--- config.mk ---
export PLATFORM = sky130hd
export DESIGN_NAME = gshare_predictor
export DESIGN_NICKNAME = d
export VERILOG_FILES = /design/src/rtl/gshare_predictor.sv
export SDC_FILE = /design/constraint.sdc
export NUM_CORES = 1
export LEC_CHECK = 0
export CORE_UTILIZATION = 45
export DETAILED_ROUTE_END_ITERATION = 8
export GPL_ROUTABILITY_DRIVEN = 1
export PLACE_DENSITY = 0.78
export SLEW_MARGIN = 20
export SYNTH_ARGS = -nofsm -noshare
export SYNTH_HDL_FRONTEND = slang
export SYNTH_SLANG_ARGS = --single-unit
--- constraint.sdc ---
create_clock -name clk -period 3.7 [get_ports clk]
set_clock_uncertainty 0.15 [all_clocks]
set_input_delay 0.74 -clock clk [delete_from_list [all_inputs] [get_ports clk]]
set_output_delay 0.74 -clock clk [all_outputs]
set_load 0.03 [all_outputs]
--- src/rtl/gshare_predictor.sv ---
// gshare branch direction predictor: PC XOR global history indexes a table of saturating counters.
// Optional hit/miss statistics are built when PRED_STATS_EN is defined.
module gshare_predictor #(
  parameter int unsigned CTR_WIDTH  = 2,
  parameter int unsigned INDEX_BITS = 4,
  parameter int unsigned HIST_BITS  = 4,
  parameter int unsigned PC_WIDTH   = 8
) (
  input  logic                  clk,
  input  logic                  rst_n,
  input  logic                  req_valid,
  input  logic [PC_WIDTH-1:0]   req_pc,
  output logic                  pred_valid,
  output logic                  pred_taken,
  output logic [INDEX_BITS-1:0] pred_index,
  input  logic                  upd_valid,
  input  logic [INDEX_BITS-1:0] upd_index,
  input  logic                  upd_taken,
`ifdef PRED_STATS_EN
  input  logic                  upd_pred,
  output logic [15:0]           hit_cnt,
  output logic [15:0]           miss_cnt,
`endif
  output logic [HIST_BITS-1:0]  ghr
);

  localparam int unsigned ENTRIES = 1 << INDEX_BITS;
  localparam logic [CTR_WIDTH-1:0] CTR_INIT = CTR_WIDTH'((1 << (CTR_WIDTH - 1)) - 1);
  localparam logic [CTR_WIDTH-1:0] CTR_MAX  = '1;
  localparam logic [CTR_WIDTH-1:0] CTR_ONE  = CTR_WIDTH'(1);

  logic [CTR_WIDTH-1:0]  ctr_q [ENTRIES];
  logic [CTR_WIDTH-1:0]  ctr_d [ENTRIES];
  logic [HIST_BITS-1:0]  ghr_q, ghr_d, ghr_shift;
  logic                  pred_valid_q, pred_valid_d;
  logic                  pred_taken_q, pred_taken_d;
  logic [INDEX_BITS-1:0] pred_index_q, pred_index_d;
  logic [INDEX_BITS-1:0] req_idx;
  logic                  unused_pc_bits;

  // Only the low PC bits participate in the hash.
  assign unused_pc_bits = ^req_pc;

  generate
    if (HIST_BITS == 1) begin : g_hist1
      assign ghr_shift = upd_taken;
    end else begin : g_histn
      assign ghr_shift = {ghr_q[HIST_BITS-2:0], upd_taken};
    end
  endgenerate

  // Lookup uses the registered history, so a same-cycle update never affects it.
  assign req_idx = req_pc[INDEX_BITS-1:0] ^ INDEX_BITS'(ghr_q);

  always_comb begin
    ctr_d        = ctr_q;
    ghr_d        = ghr_q;
    pred_valid_d = req_valid;
    pred_taken_d = pred_taken_q;
    pred_index_d = pred_index_q;
    if (upd_valid) begin
      ghr_d = ghr_shift;
      if (upd_taken) begin
        if (ctr_q[upd_index] != CTR_MAX) ctr_d[upd_index] = ctr_q[upd_index] + CTR_ONE;
      end else begin
        if (ctr_q[upd_index] != '0) ctr_d[upd_index] = ctr_q[upd_index] - CTR_ONE;
      end
    end
    if (req_valid) begin
      pred_taken_d = ctr_q[req_idx][CTR_WIDTH-1];
      pred_index_d = req_idx;
    end
  end

  always_ff @(posedge clk or negedge rst_n) begin
    if (!rst_n) begin
      for (int unsigned i = 0; i < ENTRIES; i++) ctr_q[i] <= CTR_INIT;
      ghr_q        <= '0;
      pred_valid_q <= 1'b0;
      pred_taken_q <= 1'b0;
      pred_index_q <= '0;
    end else begin
      for (int unsigned i = 0; i < ENTRIES; i++) ctr_q[i] <= ctr_d[i];
      ghr_q        <= ghr_d;
      pred_valid_q <= pred_valid_d;
      pred_taken_q <= pred_taken_d;
      pred_index_q <= pred_index_d;
    end
  end

  assign pred_valid = pred_valid_q;
  assign pred_taken = pred_taken_q;
  assign pred_index = pred_index_q;
  assign ghr        = ghr_q;

`ifdef PRED_STATS_EN
  logic [15:0] hit_cnt_q, hit_cnt_d, miss_cnt_q, miss_cnt_d;

  always_comb begin
    hit_cnt_d  = hit_cnt_q;
    miss_cnt_d = miss_cnt_q;
    if (upd_valid) begin
      if (upd_pred == upd_taken) begin
        if (hit_cnt_q != '1) hit_cnt_d = hit_cnt_q + 16'd1;
      end else begin
        if (miss_cnt_q != '1) miss_cnt_d = miss_cnt_q + 16'd1;
      end
    end
  end

  always_ff @(posedge clk or negedge rst_n) begin
    if (!rst_n) begin
      hit_cnt_q  <= '0;
      miss_cnt_q <= '0;
    end else begin
      hit_cnt_q  <= hit_cnt_d;
      miss_cnt_q <= miss_cnt_d;
    end
  end

  assign hit_cnt  = hit_cnt_q;
  assign miss_cnt = miss_cnt_q;
`endif

endmodule

==> results.yml, run 1 <==
outcome:
  run_status: "completed"
cts:
  ctsHtreeMaxLevel: 2
  clkTransAtPathRegs_ns: 0.08
  cts_tree: "done"
  clockRootBuffer: "sky130_fd_sc_hd__clkbuf_8"
  cts_made_buffers: 5
  ctsHoldBuffers: 0
  cts.sinks: 42
  clkLatencyLatePin_ns: 0.29
  clockBufferDepth: 2
logic_synthesis:
  syn-cell-area_um2: 2230
  number_of_unique_standard_cell_types_used_by_synthesis: 30
  synth_enable_flop_cells: 0
  post_synth_top_area_cell: "sky130_fd_sc_hd__dfrtp_1"
  syn-mean-instance-area_um2: 13.3
  yosysMostFrequentCell: "sky130_fd_sc_hd__mux2_2"
  yosysWarnings: 0
  synthCells: 167
  synth-seq-cells: 42
  syn-num-nets: 186
  synth_top_area_share_pct: 29.2
  ranking_of_synthesized_cells_by_instance_count: "sky130_fd_sc_hd__mux2_2 (40), sky130_fd_sc_hd__dfrtp_1 (26), sky130_fd_sc_hd__nor2_1 (18), sky130_fd_sc_hd__dfstp_2 (16)"
  seq_area_frac_synth_pct: 48.1
  synth_flop_cell: "sky130_fd_sc_hd__dfrtp_1"
  post_synth_main_area_contributors: "sky130_fd_sc_hd__dfrtp_1 (29%), sky130_fd_sc_hd__mux2_2 (20%), sky130_fd_sc_hd__dfstp_2 (19%)"
  ys_async_sr_fraction_pct: 100
placed_design:
  routabilityCongestion: 0.772
  dp_hpwl_um: 3390
  placedInstanceArea_um2: 2670
  port_buffers: 22
timing:
  max_clock_freq_mhz: 287
  finalCriticalPeriod_ns: 3.49
  unrepaired_setup_endpoints_after_global_routing: "false"
  final-max-slew-violation-count: 0
  final.period_utilization_pct: 94.3
  tightestPinTransition_ns: 0.916
  timing.max_slew.rel_slack_pct: 39.0
  final-setup-viol-count: 0
  final.setup.tns_ns: 0
  final_hold_viol_count: 0
pwr:
  clkPwrFrac_pct: 17.2
  totalPowerFinal_uw: 2060
  netSwitchingPower_uw: 648
  swShare_pct: 31.5
  internal_power_uw: 1410
  worst_ir_drop_vdd_uv: 511
  power.share.sequential_pct: 41.3
  power.share.combinational_pct: 41.5
  cellPowerDensity_nw_per_um2: 710
  static-leakage-power_uw: 0.00118
global_route:
  gr-usage-all-layers_pct: 20.0
  grt_busiest_layer: "met2"
  grt_start_max_net_pins: 43
  first_global_vias: 1591
  met3_usage_pct: 4.72
  grt_antenna_before_repair: 0
  grt.met2_usage_pct: 33.1
  globalRouteOverflowTotal: 0
  grt_pass1_wl_um: 7820
  routing_usage_on_met1_pct: 25.8
floorplanning:
  floorplan.die.width_um: 72.4
  design.core.area_um2: 4750
  pin_count: 27
  core.rowCount: 25
  die_area_um2: 5240
  die-height_um: 72.4
  initial_core_utilization_pct: 46.9
cells_and_area:
  stdcell_area_um2: 2900
  area_delta_synth_final_pct: 30.1
  insertedDiodeCount: 0
  drive_gt1_share_pct: 53.8
  finalNetCount: 230
  fin_util_pct: 61.0
detailed_routing:
  drtAntennaViolNets: 0
  detailedRoute.firstIterationViolations: 96
  totalWireLength_um: 4740
  drt-wirelength-per-cell_um: 17.0
  vias: 1521
  vias_per_cell: 5.45
  dr.pass1.iters: 4
  drc_errors: 0
critical_path:
  r2r.worst_path.cells: 10
  arrival_ns: 3.52
  critPathMaxFanout: 6
  path_class: "primary input to register"
  critPathCaptureType: "register"
  critPathLaunchType: "primary input"
  cp.required_ns: 3.73
  reg2reg_slack_ns: 0.70
worst_hold_path:
  hold-path-cell-count: 1
  hp-class: "register to register"
job:
  maxCapViolations: 0
## power by group through the flow
stage	combinational, uW	clock [uW]	sequential, uW
3_5_place_dp	813	0	855
4_1_cts	832	362	848
6_report	854	355	849
2_1_floorplan	492	0	852
5_1_grt	924	378	880
3_3_place_gp	786	0	837
## layout make-up
type / count / area [um2]
fill: 372 / 1860
multi-input combinational: 115 / 1190
sequential: 42 / 1070
timing repair buffer: 44 / 435
tap: 67 / 83.8
clock buffer: 5 / 68.8
clock inverter: 3 / 40.0
inverter: 3 / 11.3
## worst max-delay path, cell delays in order
cell                            delay (ns)
sky130_fd_sc_hd__dlygate4sd2_1        0.29
sky130_fd_sc_hd__buf_12               0.15
sky130_fd_sc_hd__mux2_2               0.34
sky130_fd_sc_hd__o21a_1               0.18
sky130_fd_sc_hd__mux4_2               0.51
sky130_fd_sc_hd__ha_4                 0.19
sky130_fd_sc_hd__mux2i_4              0.17
sky130_fd_sc_hd__nand4b_1             0.24
sky130_fd_sc_hd__buf_4                0.24
sky130_fd_sc_hd__nor2_4               0.12
sky130_fd_sc_hd__mux2_2               0.33
## metrics by stage
step / hold WS (ns) / setup slack, ns / std cells
global route: 0.362 / 0.105 / 279
global placement: 0.313 / -0.396 / 270
detailed placement: 0.323 / -0.438 / 270
finish: 0.337 / 0.210 / 279
CTS: 0.343 / -0.0358 / 279
floorplan: 0.294 / 0.357 / 167
## repair_timing
action	in CTS	in global routing
resized for setup	16	12
cloned	1	0
endpoints found under the setup margin	20	28
pin swaps	2	4
setup buffers	0	0
## routing by layer
layer | vias up | wire [um]
li1 | 704 | -
met1 | 761 | 2050
met2 | 42 | 2390
met3 | 14 | 182
met4 | 0 | 119
met5 | - | 0
## cell usage in the layout, fill, tap and decap left out, types with 2 or more instances in the layout
cell type,instances
sky130_fd_sc_hd__buf_12,2
sky130_fd_sc_hd__buf_4,18
sky130_fd_sc_hd__clkbuf_8,5
sky130_fd_sc_hd__clkdlybuf4s50_1,19
sky130_fd_sc_hd__clkinv_2,2
sky130_fd_sc_hd__dfrtp_1,26
sky130_fd_sc_hd__dfstp_2,16
sky130_fd_sc_hd__inv_1,2
sky130_fd_sc_hd__mux2_2,39
sky130_fd_sc_hd__mux2i_1,5
sky130_fd_sc_hd__mux4_2,11
sky130_fd_sc_hd__nand2_1,8
sky130_fd_sc_hd__nand3_1,2
sky130_fd_sc_hd__nand4b_1,2
sky130_fd_sc_hd__nor2_1,9
sky130_fd_sc_hd__nor2_2,3
sky130_fd_sc_hd__nor2_4,6
sky130_fd_sc_hd__nor3_1,3
sky130_fd_sc_hd__o21a_1,5
sky130_fd_sc_hd__o21ai_0,4
sky130_fd_sc_hd__xnor2_1,3
## worst paths after layout
kind                          startpoint       endpoint
max                         upd_index[1]       ctr_q[5]
min                        pred_index[2]  pred_index[2]
max reg2reg                    ctr_q[11]      ctr_q[31]
min in group asynchronous          rst_n         ghr[1]
max in group asynchronous          rst_n      ctr_q[15]
min reg2reg                pred_index[2]  pred_index[2]
## cells by family (layout without fill, tap and decap cells)
logic type,after synthesis,count (layout),share of synthesized area [%]
adder cells (fa/ha/maj),2,2,1.12
XOR/XNOR,5,5,2.30
buffers and inverters,10,55,2.30
AND/OR/NAND/NOR,39,39,8.20
multiplexers,57,57,34.5
AO/OA/AOI/OAI,12,12,3.48
flip-flops,42,42,48.1
Power figures use the tool's default switching activity.
==> inputs of run 2 (changes only) <==
CTS_CLUSTER_DIAMETER = 30   (was unset)
==> results of run 2 <==
The final DEF is identical to that of run 1; final timing and power are the same.
==> inputs of run 3 (changes only) <==
CORE_MARGIN = 8   (was unset)
CTS_BUF_LIST = sky130_fd_sc_hd__clkbuf_8   (was unset)
==> run 3 against run 2 <==
Fmax decreased by 4.4%. Worst setup slack got worse by 0.16 ns. Routed wire length decreased by 5.2%. Register-to-register slack improved by 0.07 ns. First-iteration DRC count decreased by 44%. Flip-flop and latch count unchanged. Clock power decreased by 25%. Cell count increased by 1.4%. Global-route usage decreased by 6.8 points. Via count decreased by 3.6%. Critical path depth decreased by 1. Largest power group is now registers.
==> results.yml, run 3 (synthesis gave the netlist of run 1 again) <==
critical_path:
  reg2reg_slack_ns: 0.77
  r2r_end: "ctr_q[19]"
  path_class: "primary input to register"
  cp.required_ns: 3.73
  r2r.worst_path.cells: 8
  worst_r2r_startpoint: "ctr_q[5]"
  critPathMaxFanout: 6
  arrival_ns: 3.68
  critPathCaptureType: "register"
  critPathLaunchType: "primary input"
worst_hold_path:
  timing.hold.worst_endpoint: "pred_index[2]"
  hold-path-cell-count: 1
  min-delay-start: "pred_index[2]"
  hp-class: "register to register"
detailed_routing:
  detailedRoute.firstIterationViolations: 54
  vias: 1467
  drt-wirelength-per-cell_um: 15.9
  totalWireLength_um: 4500
  drtAntennaViolNets: 0
  drc_errors: 0
  vias_per_cell: 5.18
  dr.pass1.iters: 4
global_route:
  grt_antenna_before_repair: 0
  grt_busiest_layer: "met2"
  routing_usage_on_met1_pct: 15.7
  first_global_vias: 1543
  grt_start_max_net_pins: 43
  met3_usage_pct: 3.97
  globalRouteOverflowTotal: 0
  grt.met2_usage_pct: 21.3
  gr-usage-all-layers_pct: 13.2
  grt_pass1_wl_um: 7450
timing:
  final_hold_viol_count: 0
  final-max-slew-violation-count: 0
  final-setup-viol-count: 0
  finalCriticalPeriod_ns: 3.65
  unrepaired_setup_endpoints_after_global_routing: "true"
  timing.hold.ws_ns: 0.331
  finalWorstSetupSlack_ns: 0.0491
  final.period_utilization_pct: 98.7
  tightestPinTransition_ns: 0.895
  timing.max_slew.rel_slack_pct: 40.3
  max_clock_freq_mhz: 274
pwr:
  totalPowerFinal_uw: 1920
  worst_ir_drop_vdd_uv: 340
  cellPowerDensity_nw_per_um2: 673
  static-leakage-power_uw: 0.00118
cells_and_area:
  fillerInstances: 389
  area_delta_synth_final_pct: 28.3
  insertedDiodeCount: 0
  drive_gt1_share_pct: 53.7
  final_cell_mix: "sky130_fd_sc_hd__mux2_2 (40), sky130_fd_sc_hd__dfrtp_1 (26), sky130_fd_sc_hd__buf_4 (24), sky130_fd_sc_hd__clkdlybuf4s50_1 (20), sky130_fd_sc_hd__dfstp_2 (16)"
  finalNetCount: 234
  most_common_cell_after_layout_fill_and_taps_aside: "sky130_fd_sc_hd__mux2_2"
floorplanning:
  die_area_um2: 7460
  floorplan.die.width_um: 86.4
  design.core.area_um2: 4750
  core.rowCount: 25
  initial_core_utilization_pct: 46.9
  die-height_um: 86.4
  pin_count: 27
cts:
  clockBufferDepth: 2
  ctsHoldBuffers: 0
  cts_tree: "done"
  cts.sinks: 42
  clkTransAtPathRegs_ns: 0.08
  cts_made_buffers: 5
  ctsHtreeMaxLevel: 2
  clkLatencyLatePin_ns: 0.30
  clockRootBuffer: "sky130_fd_sc_hd__clkbuf_8"
placed_design:
  dp_hpwl_um: 3370
  routabilityCongestion: 0.850
  dp_slack_ns: -0.473
  port_buffers: 22
outcome:
  run_status: "completed"
job:
  maxCapViolations: 0
run 3: cell count changes in the layout (fill, tap and decap cells not counted), sizes merged:
cell           previous run  this run
bufinv                    1         0
buf                      22        27
bufbuf                    1         0
clkinv                    2         0
inv                       3         6
clkdlybuf4s50            19        20
dlygate4sd2               1         0
run 3: layer usage:
| metal | up-vias | part of all wire (%) |
|---|---|---|
| met3 | 8 | 5.7 |
| met2 | 30 | 46 |
| met4 | 0 | 2.2 |
| met1 | 722 | 46 |
| met5 | - | 0 |
| li1 | 707 | - |
run 3: worst max-delay path by stage:
stage	startpoint	endpoint	slack (ns)
2_1_floorplan	upd_index[1]	ctr_q[7]	0.36
3_3_place_gp	upd_index[0]	ctr_q[17]	-0.40
3_5_place_dp	upd_index[0]	ctr_q[17]	-0.47
4_1_cts	upd_index[0]	ctr_q[23]	0.01
5_1_grt	upd_index[0]	ctr_q[19]	-0.04
6_report	upd_index[0]	ctr_q[19]	0.05
run 3: stage by stage:
stage,cells,cell area [um2],setup TNS (ns),util [%]
after floorplan,167,2230,0,-
after global placement,272,2670,-10.15,56.2
after detailed placement,272,2670,-11.33,56.2
after CTS,280,2790,0,58.8
after global routing,283,2860,-0.147,60.1
final,283,2860,0,60.1
run 3: final cells by class:
type / count / area (um2) / share of cell area [%]
multi-input cells: 115 / 1180 / 41.4
clock inverters: 3 / 11.3 / 0.394
clock buffers: 5 / 68.8 / 2.41
flip-flops and latches: 42 / 1070 / 37.5
repair buffers: 48 / 429 / 15.0
inverters: 3 / 11.3 / 0.394
well taps: 67 / 83.8 / 2.93
run 3: timing repair:
action | in CTS | in global routing
endpoints found under the setup margin | 27 | 25
resized for setup | 16 | 10
buffers inserted | 0 | 3
pin swaps | 3 | 3
run 3: report_power, final:
part / internal [uW] / switching [uW] / leakage (uW)
clock: 126 / 142 / 0.0000519
sequential: 722 / 118 / 0.000483
combinational: 470 / 346 / 0.000640
run 3: worst max-delay path, stage by stage:
cell and delay [ns]:
sky130_fd_sc_hd__clkdlybuf4s50_1 0.48, sky130_fd_sc_hd__buf_6 0.15, sky130_fd_sc_hd__mux4_1 0.55, sky130_fd_sc_hd__mux4_2 0.49, sky130_fd_sc_hd__ha_2 0.20, sky130_fd_sc_hd__mux2i_4 0.17, sky130_fd_sc_hd__nand4b_1 0.22, sky130_fd_sc_hd__buf_4 0.22
sky130_fd_sc_hd__nor2_2 0.13, sky130_fd_sc_hd__mux2_2 0.35
